### config.mk
export PLATFORM = sky130hd
export DESIGN_NAME = uart_receiver_flat
export DESIGN_NICKNAME = d
export VERILOG_FILES = /design/src/rtl/uart_receiver_if.sv /design/src/rtl/uart_receiver.sv /design/src/flat_wrapper.sv
export SDC_FILE = /design/constraint.sdc
export NUM_CORES = 1
export LEC_CHECK = 0
export CAP_MARGIN = 20
export CELL_PAD_IN_SITES_DETAIL_PLACEMENT = 1
export CELL_PAD_IN_SITES_GLOBAL_PLACEMENT = 1
export CORE_UTILIZATION = 44
export DETAILED_ROUTE_END_ITERATION = 8
export GPL_TIMING_DRIVEN = 0
export PLACE_DENSITY_LB_ADDON = 0.2
export SETUP_SLACK_MARGIN = 0.5
export SYNTH_ARGS = -nofsm -noshare
export SYNTH_HDL_FRONTEND = slang
export SYNTH_SLANG_ARGS = --single-unit
### constraint.sdc
create_clock -name P_CLK -period 2.1 [get_ports P_CLK]
set_input_delay 0.42 -clock P_CLK [delete_from_list [all_inputs] [get_ports P_CLK]]
set_output_delay 0.42 -clock P_CLK [all_outputs]
set_load 0.005 [all_outputs]
### src/rtl/uart_receiver_if.sv
`default_nettype none
// ============================================================================
//  Module      : uart_receiver_if
//  Description : Bundle of the UART receive path signals: serial line and
//                oversample tick in, received byte, strobes and busy out.
//                The receiver uses the slave modport; the driver of the line
//                and consumer of the byte uses the master modport.
//  Revision    : 1.0 - initial release
// ============================================================================
interface uart_receiver_if #(
    parameter int BITS = 8
);
    logic            i_RX;
    logic            i_TICK;
    logic [BITS-1:0] o_RX_DATA;
    logic            o_RX_DV;
    logic            o_RX_FRAME_ERR;
    logic            o_RX_PARITY_ERR;
    logic            o_RX_BUSY;

    modport slave (
        input  i_RX,
        input  i_TICK,
        output o_RX_DATA,
        output o_RX_DV,
        output o_RX_FRAME_ERR,
        output o_RX_PARITY_ERR,
        output o_RX_BUSY
    );

    modport master (
        output i_RX,
        output i_TICK,
        input  o_RX_DATA,
        input  o_RX_DV,
        input  o_RX_FRAME_ERR,
        input  o_RX_PARITY_ERR,
        input  o_RX_BUSY
    );
endinterface
`default_nettype wire

### src/rtl/uart_receiver.sv
`default_nettype none
// ============================================================================
//  Module      : uart_receiver
//  Description : UART receive path. Synchronizes the serial line, detects
//                the start bit, samples every bit at mid-bit using the shared
//                oversample tick, assembles the byte LSB first, checks the
//                stop bit and reports the byte with a one-cycle valid strobe.
//                Optional parity checking is enabled by defining the macro
//                UART_RX_PARITY_EN.
//  Revision    : 1.0 - initial release
// ============================================================================
module uart_receiver #(
    parameter int OVERSAMPLE_RATE = 16,
    parameter int BITS            = 8,
    parameter int PARITY_ODD      = 0
) (
    input  wire logic        P_CLK,
    input  wire logic        reset,
    uart_receiver_if.slave   rx_if
);

    localparam int TW = $clog2(OVERSAMPLE_RATE);
    localparam int BW = (BITS > 1) ? $clog2(BITS) : 1;

    localparam logic [TW-1:0] c_TICK_HALF = TW'(OVERSAMPLE_RATE / 2 - 1);
    localparam logic [TW-1:0] c_TICK_LAST = TW'(OVERSAMPLE_RATE - 1);
    localparam logic [BW-1:0] c_BIT_LAST  = BW'(BITS - 1);

    typedef enum logic [2:0] {
        S_IDLE   = 3'd0,
        S_START  = 3'd1,
        S_DATA   = 3'd2,
`ifdef UART_RX_PARITY_EN
        S_PARITY = 3'd3,
`endif
        S_STOP   = 3'd4,
        S_BREAK  = 3'd5
    } state_t;

    logic            sync1_q;
    logic            rx_s_q;
    state_t          state_q,    state_d;
    logic [TW-1:0]   tick_cnt_q, tick_cnt_d;
    logic [BW-1:0]   bit_cnt_q,  bit_cnt_d;
    logic [BITS-1:0] shift_q,    shift_d;
    logic [BITS-1:0] data_q,     data_d;
    logic            dv_q,       dv_d;
    logic            ferr_q,     ferr_d;
    logic            w_tick_done;
    logic [BITS:0]   w_shift_ext;
`ifdef UART_RX_PARITY_EN
    logic            parity_q,   parity_d;
    logic            perr_q,     perr_d;
    logic            w_parity_exp;
`else
    logic            w_unused_parity_odd;
`endif

    assign w_tick_done = (tick_cnt_q == c_TICK_LAST);
    // Shift right: the newly sampled bit enters at the MSB, so after BITS
    // samples the first (LSB) bit has reached position 0.
    assign w_shift_ext = {rx_s_q, shift_q};

    // Two-flop synchronizer on the asynchronous serial line, idle high.
    always_ff @(posedge P_CLK or negedge reset) begin
        if (!reset) begin
            sync1_q <= 1'b1;
            rx_s_q  <= 1'b1;
        end else begin
            sync1_q <= rx_if.i_RX;
            rx_s_q  <= sync1_q;
        end
    end

    // State, counters, shift register and output strobes.
    always_ff @(posedge P_CLK or negedge reset) begin
        if (!reset) begin
            state_q    <= S_IDLE;
            tick_cnt_q <= '0;
            bit_cnt_q  <= '0;
            shift_q    <= '0;
            data_q     <= '0;
            dv_q       <= 1'b0;
            ferr_q     <= 1'b0;
`ifdef UART_RX_PARITY_EN
            parity_q   <= 1'b0;
            perr_q     <= 1'b0;
`endif
        end else begin
            state_q    <= state_d;
            tick_cnt_q <= tick_cnt_d;
            bit_cnt_q  <= bit_cnt_d;
            shift_q    <= shift_d;
            data_q     <= data_d;
            dv_q       <= dv_d;
            ferr_q     <= ferr_d;
`ifdef UART_RX_PARITY_EN
            parity_q   <= parity_d;
            perr_q     <= perr_d;
`endif
        end
    end

`ifdef UART_RX_PARITY_EN
    assign w_parity_exp = (^shift_q) ^ (PARITY_ODD != 0);
`endif

    // Next-state logic; everything advances only on oversample ticks.
    always_comb begin
        state_d    = state_q;
        tick_cnt_d = tick_cnt_q;
        bit_cnt_d  = bit_cnt_q;
        shift_d    = shift_q;
        data_d     = data_q;
        dv_d       = 1'b0;
        ferr_d     = 1'b0;
`ifdef UART_RX_PARITY_EN
        parity_d   = parity_q;
        perr_d     = 1'b0;
`endif
        if (rx_if.i_TICK) begin
            case (state_q)
                S_IDLE: begin
                    if (!rx_s_q) begin
                        state_d    = S_START;
                        tick_cnt_d = '0;
                    end
                end
                S_START: begin
                    // Re-check the line at the middle of the start bit so a
                    // short low glitch is not taken as a frame.
                    if (tick_cnt_q == c_TICK_HALF) begin
                        tick_cnt_d = '0;
                        if (!rx_s_q) begin
                            state_d   = S_DATA;
                            bit_cnt_d = '0;
                        end else begin
                            state_d   = S_IDLE;
                        end
                    end else begin
                        tick_cnt_d = tick_cnt_q + 1'b1;
                    end
                end
                S_DATA: begin
                    if (w_tick_done) begin
                        tick_cnt_d = '0;
                        shift_d    = w_shift_ext[BITS:1];
                        if (bit_cnt_q == c_BIT_LAST) begin
`ifdef UART_RX_PARITY_EN
                            state_d = S_PARITY;
`else
                            state_d = S_STOP;
`endif
                        end else begin
                            bit_cnt_d = bit_cnt_q + 1'b1;
                        end
                    end else begin
                        tick_cnt_d = tick_cnt_q + 1'b1;
                    end
                end
`ifdef UART_RX_PARITY_EN
                S_PARITY: begin
                    if (w_tick_done) begin
                        tick_cnt_d = '0;
                        parity_d   = rx_s_q;
                        state_d    = S_STOP;
                    end else begin
                        tick_cnt_d = tick_cnt_q + 1'b1;
                    end
                end
`endif
                S_STOP: begin
                    if (w_tick_done) begin
                        tick_cnt_d = '0;
`ifdef UART_RX_PARITY_EN
                        perr_d     = (parity_q != w_parity_exp);
`endif
                        if (rx_s_q) begin
                            data_d  = shift_q;
                            dv_d    = 1'b1;
                            state_d = S_IDLE;
                        end else begin
                            ferr_d  = 1'b1;
                            state_d = S_BREAK;
                        end
                    end else begin
                        tick_cnt_d = tick_cnt_q + 1'b1;
                    end
                end
                S_BREAK: begin
                    // A held-low line must return high before a new frame.
                    if (rx_s_q) begin
                        state_d = S_IDLE;
                    end
                end
                default: begin
                    state_d    = S_IDLE;
                    tick_cnt_d = '0;
                end
            endcase
        end
    end

    assign rx_if.o_RX_DATA      = data_q;
    assign rx_if.o_RX_DV        = dv_q;
    assign rx_if.o_RX_FRAME_ERR = ferr_q;
    assign rx_if.o_RX_BUSY      = (state_q != S_IDLE);
`ifdef UART_RX_PARITY_EN
    assign rx_if.o_RX_PARITY_ERR = perr_q;
`else
    assign rx_if.o_RX_PARITY_ERR = 1'b0;
    assign w_unused_parity_odd   = (PARITY_ODD != 0);
`endif

endmodule
`default_nettype wire
### src/flat_wrapper.sv
// flat-port wrapper written by rule: the top's interface ports become plain ports
module uart_receiver_flat 
#(
    parameter int OVERSAMPLE_RATE = 16,
    parameter int BITS            = 8,
    parameter int PARITY_ODD      = 0
)
  (P_CLK, reset, rx_if_i_RX, rx_if_i_TICK, rx_if_o_RX_DATA, rx_if_o_RX_DV, rx_if_o_RX_FRAME_ERR, rx_if_o_RX_PARITY_ERR, rx_if_o_RX_BUSY);
  uart_receiver_if #(.BITS(BITS)) rx_if_i ();
  input  wire logic P_CLK;
  input  wire logic reset;
  input wire logic [$bits(rx_if_i.i_RX)-1:0] rx_if_i_RX;
  input wire logic [$bits(rx_if_i.i_TICK)-1:0] rx_if_i_TICK;
  output wire logic [$bits(rx_if_i.o_RX_DATA)-1:0] rx_if_o_RX_DATA;
  output wire logic [$bits(rx_if_i.o_RX_DV)-1:0] rx_if_o_RX_DV;
  output wire logic [$bits(rx_if_i.o_RX_FRAME_ERR)-1:0] rx_if_o_RX_FRAME_ERR;
  output wire logic [$bits(rx_if_i.o_RX_PARITY_ERR)-1:0] rx_if_o_RX_PARITY_ERR;
  output wire logic [$bits(rx_if_i.o_RX_BUSY)-1:0] rx_if_o_RX_BUSY;
  assign rx_if_i.i_RX = rx_if_i_RX;
  assign rx_if_i.i_TICK = rx_if_i_TICK;
  assign rx_if_o_RX_DATA = rx_if_i.o_RX_DATA;
  assign rx_if_o_RX_DV = rx_if_i.o_RX_DV;
  assign rx_if_o_RX_FRAME_ERR = rx_if_i.o_RX_FRAME_ERR;
  assign rx_if_o_RX_PARITY_ERR = rx_if_i.o_RX_PARITY_ERR;
  assign rx_if_o_RX_BUSY = rx_if_i.o_RX_BUSY;
  uart_receiver #(.OVERSAMPLE_RATE(OVERSAMPLE_RATE), .BITS(BITS), .PARITY_ODD(PARITY_ODD)) u_core (.P_CLK(P_CLK), .reset(reset), .rx_if(rx_if_i));
endmodule
==> impl_metrics.toml, run 1 <==
[pwr]
seqPwrFrac = 0.398
p_int_w = 0.00115
p_sw_frac = 0.333
power_switching_w = 0.000576
pwr-share-clk = 0.212
max-vdd-ir-drop_v = 0.000365
p_leak_nw = 0.972
cellPowerDensity_nw_per_um2 = 877
p_total_w = 0.00173
combinationalPowerShare = 0.390

[final_layout]
multi_input_area_um2 = 778
n_fill_cell = 331
seq_area_um2 = 753
drive_gt1_frac = 0.451
final_cell_area_um2 = 1970
syn_to_final_growth_pct = 35.1
layout.nets = 159
final_util = 0.635
n_antenna_cell = 0

[clock_tree]
h-tree-depth = 2
clk_latency_ns = 0.33
clkTransAtPathRegs_ns = 0.11
cts.sinks = 30
clockBufferDepth = 2
numCtsBuffers = 5
cts_root_buffer = "clkbuf_4"
hold_buffers = 0
cts_tree = "done"

[timing]
fin_crit_sh = 0.857
finalHoldWorstSlack_ns = 0.360
max_freq_mhz = 555
worst_slack_ns = 0.299
slew-limit-headroom = 0.499
tightest_slew_ns = 0.750
drv_slew = 0
rsz0062_at_grt = "true"
setup_violations = 0
skew_ns = 0.0176
period_minus_slack_ns = 1.80
hold_violations = 0

[routing]
route.vias.total = 1059
wl_per_cell_um = 18.0
drc = 0
first_pass_iters = 4
drt_iter0_drc = 37
ant_nets = 0
drt_wl_total_um = 3560
via_per_inst = 5.38

[placement]
place_area_um2 = 1700
gp_congestion = 0.826
port_buffers = 14
dp_slack_ns = -0.0626
dp_hpwl_um = 2130

[global_route]
grt_max_degree = 18
grt-ovfl-total = 0
grt_pass1_vias = 1118
grt_usage = 0.215
grt_pass1_wl_um = 5400
antenna_found_initial = 0

[critical_path]
r2r-start = "u_core.tick_cnt_q[1]"
cp_max_fo = 8
end_kind = "output port"
critPathKind = "reg -> out"
cp-start-kind = "flip-flop"
required_ns = 1.68
critical_path.startpoint = "u_core.state_q[1]"
cp.arrival_ns = 1.38

[synthesis]
ys_ff_latch = 30
ys_seq_area_frac = 0.516
synth_fp_nets = 125
synthDistinctLibCells = 44
synth.avg_cell_area_um2 = 12.4
ys_async_sr_fraction = 1.00
yosysTopAreaCell = "dfrtp_1"
syn_area_um2 = 1460
postSynthCellCount = 118
yosys-top-cells-area = "dfrtp_1 48%, mux2_2 15%, dfstp_2 3.6%"
synth_common_cells = "28 x dfrtp_1, 19 x mux2_2, 4 x inv_1, 4 x nor3b_1, 4 x o21ai_0"
synth_top_cell_area_share = 0.480
yosysMostFrequentCell = "dfrtp_1"
synth_edf_count = 0
yosys_warnings = 0
ys.flop_type = "dfrtp_1"

[floorplanning]
die_area_um2 = 3550
core_area_um2 = 3100
fp.dieH_um = 59.6
die_x_um = 59.6
row_count = 20
initial_core_util = 0.470
num_io_pins = 16

[job]
drv_cap = 0

[worst_hold_path]
min_from = "u_core.sync1_q"
min_path_type = "reg -> reg"

[outcome]
status = "completed"
-- registers in the layout, summed over array words and instances (netlist names) --
signal                       cells
u_core.rx_s_q                    1
u_core.tick_cnt_q                4
u_core.shift_q                   8
u_core.state_q                   3
u_core.rx_if.o_RX_DV             1
u_core.bit_cnt_q                 3
u_core.rx_if.o_RX_DATA           8
u_core.sync1_q                   1
u_core.rx_if.o_RX_FRAME_ERR      1
-- critical path, cell delays in order (launching register included) --
cell     delay [ns]
dfrtp_1        0.40
buf_6          0.14
or3_4          0.39
buf_6          0.12
-- cells in the final DEF, fill, tap and decap left out, types with 2 or more instances in the layout --
| cell | instances |
|---|---|
| buf_6 | 4 |
| nand2_1 | 3 |
| a21oi_1 | 2 |
| and3_1 | 3 |
| nand3_1 | 3 |
| dlygate4sd2_1 | 10 |
| or3_4 | 2 |
| clkbuf_4 | 5 |
| dfrtp_1 | 28 |
| mux2_2 | 8 |
| o211ai_2 | 2 |
| o21ai_0 | 4 |
| ha_4 | 2 |
| inv_1 | 4 |
| a31oi_1 | 2 |
| clkbuf_1 | 2 |
| nor3b_1 | 3 |
| buf_2 | 3 |
| nand2_2 | 2 |
| mux2i_1 | 2 |
| mux2_4 | 13 |
| buf_4 | 11 |
| dfstp_2 | 2 |
| clkdlybuf4s50_1 | 2 |
-- power groups by stage --
stage | combinational, W | clock [W] | sequential, W
floorplan | 0.000360 | 0 | 0.000682
global placement | 0.000459 | 0 | 0.000691
detailed placement | 0.000486 | 0 | 0.000697
CTS | 0.000560 | 0.000375 | 0.000686
global route | 0.000725 | 0.000395 | 0.000697
finish | 0.000674 | 0.000366 | 0.000689
-- cells by family (layout without fill, tap and decap cells) --
group                    after synthesis  after routing  share of synthesized area
flip-flops                            30             30                      0.516
AND/OR/NAND/NOR                       30             31                      0.136
multiplexers                          23             23                      0.176
AO/OA/AOI/OAI                         18             18                     0.0883
buffers and inverters                 11             45                     0.0437
adder cells (fa/ha/maj)                3              3                     0.0257
XOR/XNOR                               2              2                     0.0120
other                                  1              1                    0.00257
-- timing repair --
| action | CTS | global route |
|---|---|---|
| gates resized for setup | 25 | 17 |
| endpoints found under the setup margin | 35 | 23 |
| buffers inserted | 7 | 4 |
| cloned | 1 | 0 |
| pin swaps | 8 | 7 |
-- routing by layer --
metal | up-vias | wire length [um] | track usage
li1 | 490 | - | -
met5 | - | 0 | 0
met3 | 4 | 99 | 0.0524
met2 | 16 | 1860 | 0.361
met1 | 549 | 1560 | 0.267
met4 | 0 | 33 | 0.0831
-- worst paths after layout --
| check | endpoint | slack, ns | cells after the start |
|---|---|---|---|
| worst max-delay path | rx_if_o_RX_BUSY | 0.30 | 3 |
| worst min-delay path | u_core.rx_s_q | 0.36 | 0 |
| worst max register to register | u_core.bit_cnt_q[0] | 0.34 | 6 |
| worst min register to register | u_core.rx_s_q | 0.36 | 0 |
| max in group asynchronous | u_core.bit_cnt_q[1] | 1.02 | 2 |
| min in group asynchronous | u_core.shift_q[6] | 0.54 | 1 |
-- final cells by class --
cell class | count | share of cell area
Multi-Input combinational cell | 78 | 0.395
Timing Repair Buffer | 26 | 0.129
Inverter | 4 | 0.00762
Tap cell | 44 | 0.0279
Sequential cell | 30 | 0.382
Buffer | 7 | 0.0286
Clock buffer | 8 | 0.0298
-- through the flow --
step                      std cells  setup TNS, ns
final                           197              0
after global routing            197              0
after detailed placement        177         -0.457
after floorplan                 118              0
after CTS                       193              0
after global placement          176         -0.190
(Power assumes the default switching activity.)
==> run 2, diff against run 1 <==
SKIP_CTS_REPAIR_TIMING = 1   (was default)
==> run 2 against run 1 <==
Against the previous run: routed wire length shrank 6.4%; total power shrank 4.7%; setup slack lost 0.011 ns; die area is the same; clock skew shrank 0.0059 ns; non-clock buffer count shrank 3; first-iteration DRC count grew 19%; critical path type unchanged; largest cell class is now flip-flops and latches; largest power group unchanged.
==> impl_metrics.toml, run 2 (same netlist as run 1, synthesis figures left out) <==
[floorplanning]
die_x_um = 59.6
core_area_um2 = 3100
initial_core_util = 0.470
row_count = 20
die_area_um2 = 3550
fp.dieH_um = 59.6
num_io_pins = 16

[placement]
gp_congestion = 0.826
dp_slack_ns = -0.0626
port_buffers = 14
dp_hpwl_um = 2130

[global_route]
antenna_found_initial = 0
grt_usage = 0.203
grt_max_degree = 18
grt-ovfl-total = 0
grt_pass1_vias = 1076
grt_pass1_wl_um = 5090

[final_layout]
layout.nets = 155
final_common_cell = "dfrtp_1"
n_antenna_cell = 0
drive_gt1_frac = 0.409
syn_to_final_growth_pct = 33.5
layout_common_cells = "28 x dfrtp_1, 16 x mux2_2, 11 x dlymetal6s2s_1"
final_util = 0.628

[outcome]
status = "completed"

[routing]
drt_wl_total_um = 3330
ant_nets = 0
drt_iter0_drc = 44
via_per_inst = 5.39
route.vias.total = 1040
drc = 0
first_pass_iters = 3
wl_per_cell_um = 17.2

[timing]
skew_ns = 0.0117
finalHoldWorstSlack_ns = 0.360
tightest_slew_ns = 0.755
rsz0062_at_grt = "true"
max_freq_mhz = 552
fin_crit_sh = 0.863
hold_violations = 0
worst_slack_ns = 0.288
period_minus_slack_ns = 1.81
slew-limit-headroom = 0.495
setup_violations = 0
drv_slew = 0

[pwr]
max-vdd-ir-drop_v = 0.000426
p_leak_nw = 1.08
cellPowerDensity_nw_per_um2 = 846

[clock_tree]
clkTransAtPathRegs_ns = 0.10
h-tree-depth = 2
numCtsBuffers = 5
clockBufferDepth = 2
cts.sinks = 30
cts_tree = "done"
cts_root_buffer = "clkbuf_4"
clk_latency_ns = 0.33

[critical_path]
cp_max_fo = 9
end_kind = "output port"
cp.arrival_ns = 1.39
cp-start-kind = "flip-flop"
critPathKind = "reg -> out"
required_ns = 1.68

[job]
drv_cap = 0

[worst_hold_path]
min_path_type = "reg -> reg"
[run 2: cell count changes in the layout (fill, tap and decap cells not counted), moves of 3 or more]
cell / change
dlygate4sd2_1: -10
dlymetal6s2s_1: +10
buf_4: -3
mux2_2: +8
mux2_4: -10
[run 2: layout make-up]
class	count	area, um2
repair buffers	23	263
fillers	318	1150
multi-input cells	77	741
well taps	44	55.1
inverters	4	15.0
clock buffers	8	58.8
plain buffers	7	62.6
flip-flops and latches	30	753
[run 2: report_power, final]
group / internal, W / switching, W
logic: 0.000294 / 0.000297
clock network: 0.000165 / 0.000197
registers: 0.000635 / 0.0000593
total: 0.00109 / 0.000554
[run 2: layer usage]
metal	track usage	up-vias	wire length (um)
met5	0	-	0
met4	0.0831	0	66
met3	0.0524	8	104
met2	0.335	17	1770
met1	0.253	530	1390
li1	-	485	-
[run 2: critical path: stages, from the launching register on]
cell and delay (ns):
dfrtp_1 0.39, buf_6 0.14, or3_4 0.41, clkbuf_2 0.13
[run 2: worst paths after layout]
kind | from | end | slack [ns] | depth (start not counted)
max | u_core.state_q[0] | rx_if_o_RX_BUSY | 0.29 | 3
min | u_core.sync1_q | u_core.rx_s_q | 0.36 | 0
max reg2reg | u_core.bit_cnt_q[0] | u_core.bit_cnt_q[0] | 0.35 | 6
max in group asynchronous | reset | u_core.rx_if.o_RX_DATA[0] | 1.02 | 2
min reg2reg | u_core.sync1_q | u_core.rx_s_q | 0.36 | 0
min in group asynchronous | reset | u_core.shift_q[6] | 0.53 | 1
[run 2: through the flow]
stage	total power (W)	setup TNS (ns)	cell area, um2	instances
3_3_place_gp	0.00115	-0.190	1680	176
3_5_place_dp	0.00118	-0.457	1700	177
4_1_cts	0.00155	-0.0481	1760	185
6_report	0.00165	0	1950	193
5_1_grt	0.00175	0	1950	193
2_1_floorplan	0.00104	0	1480	118
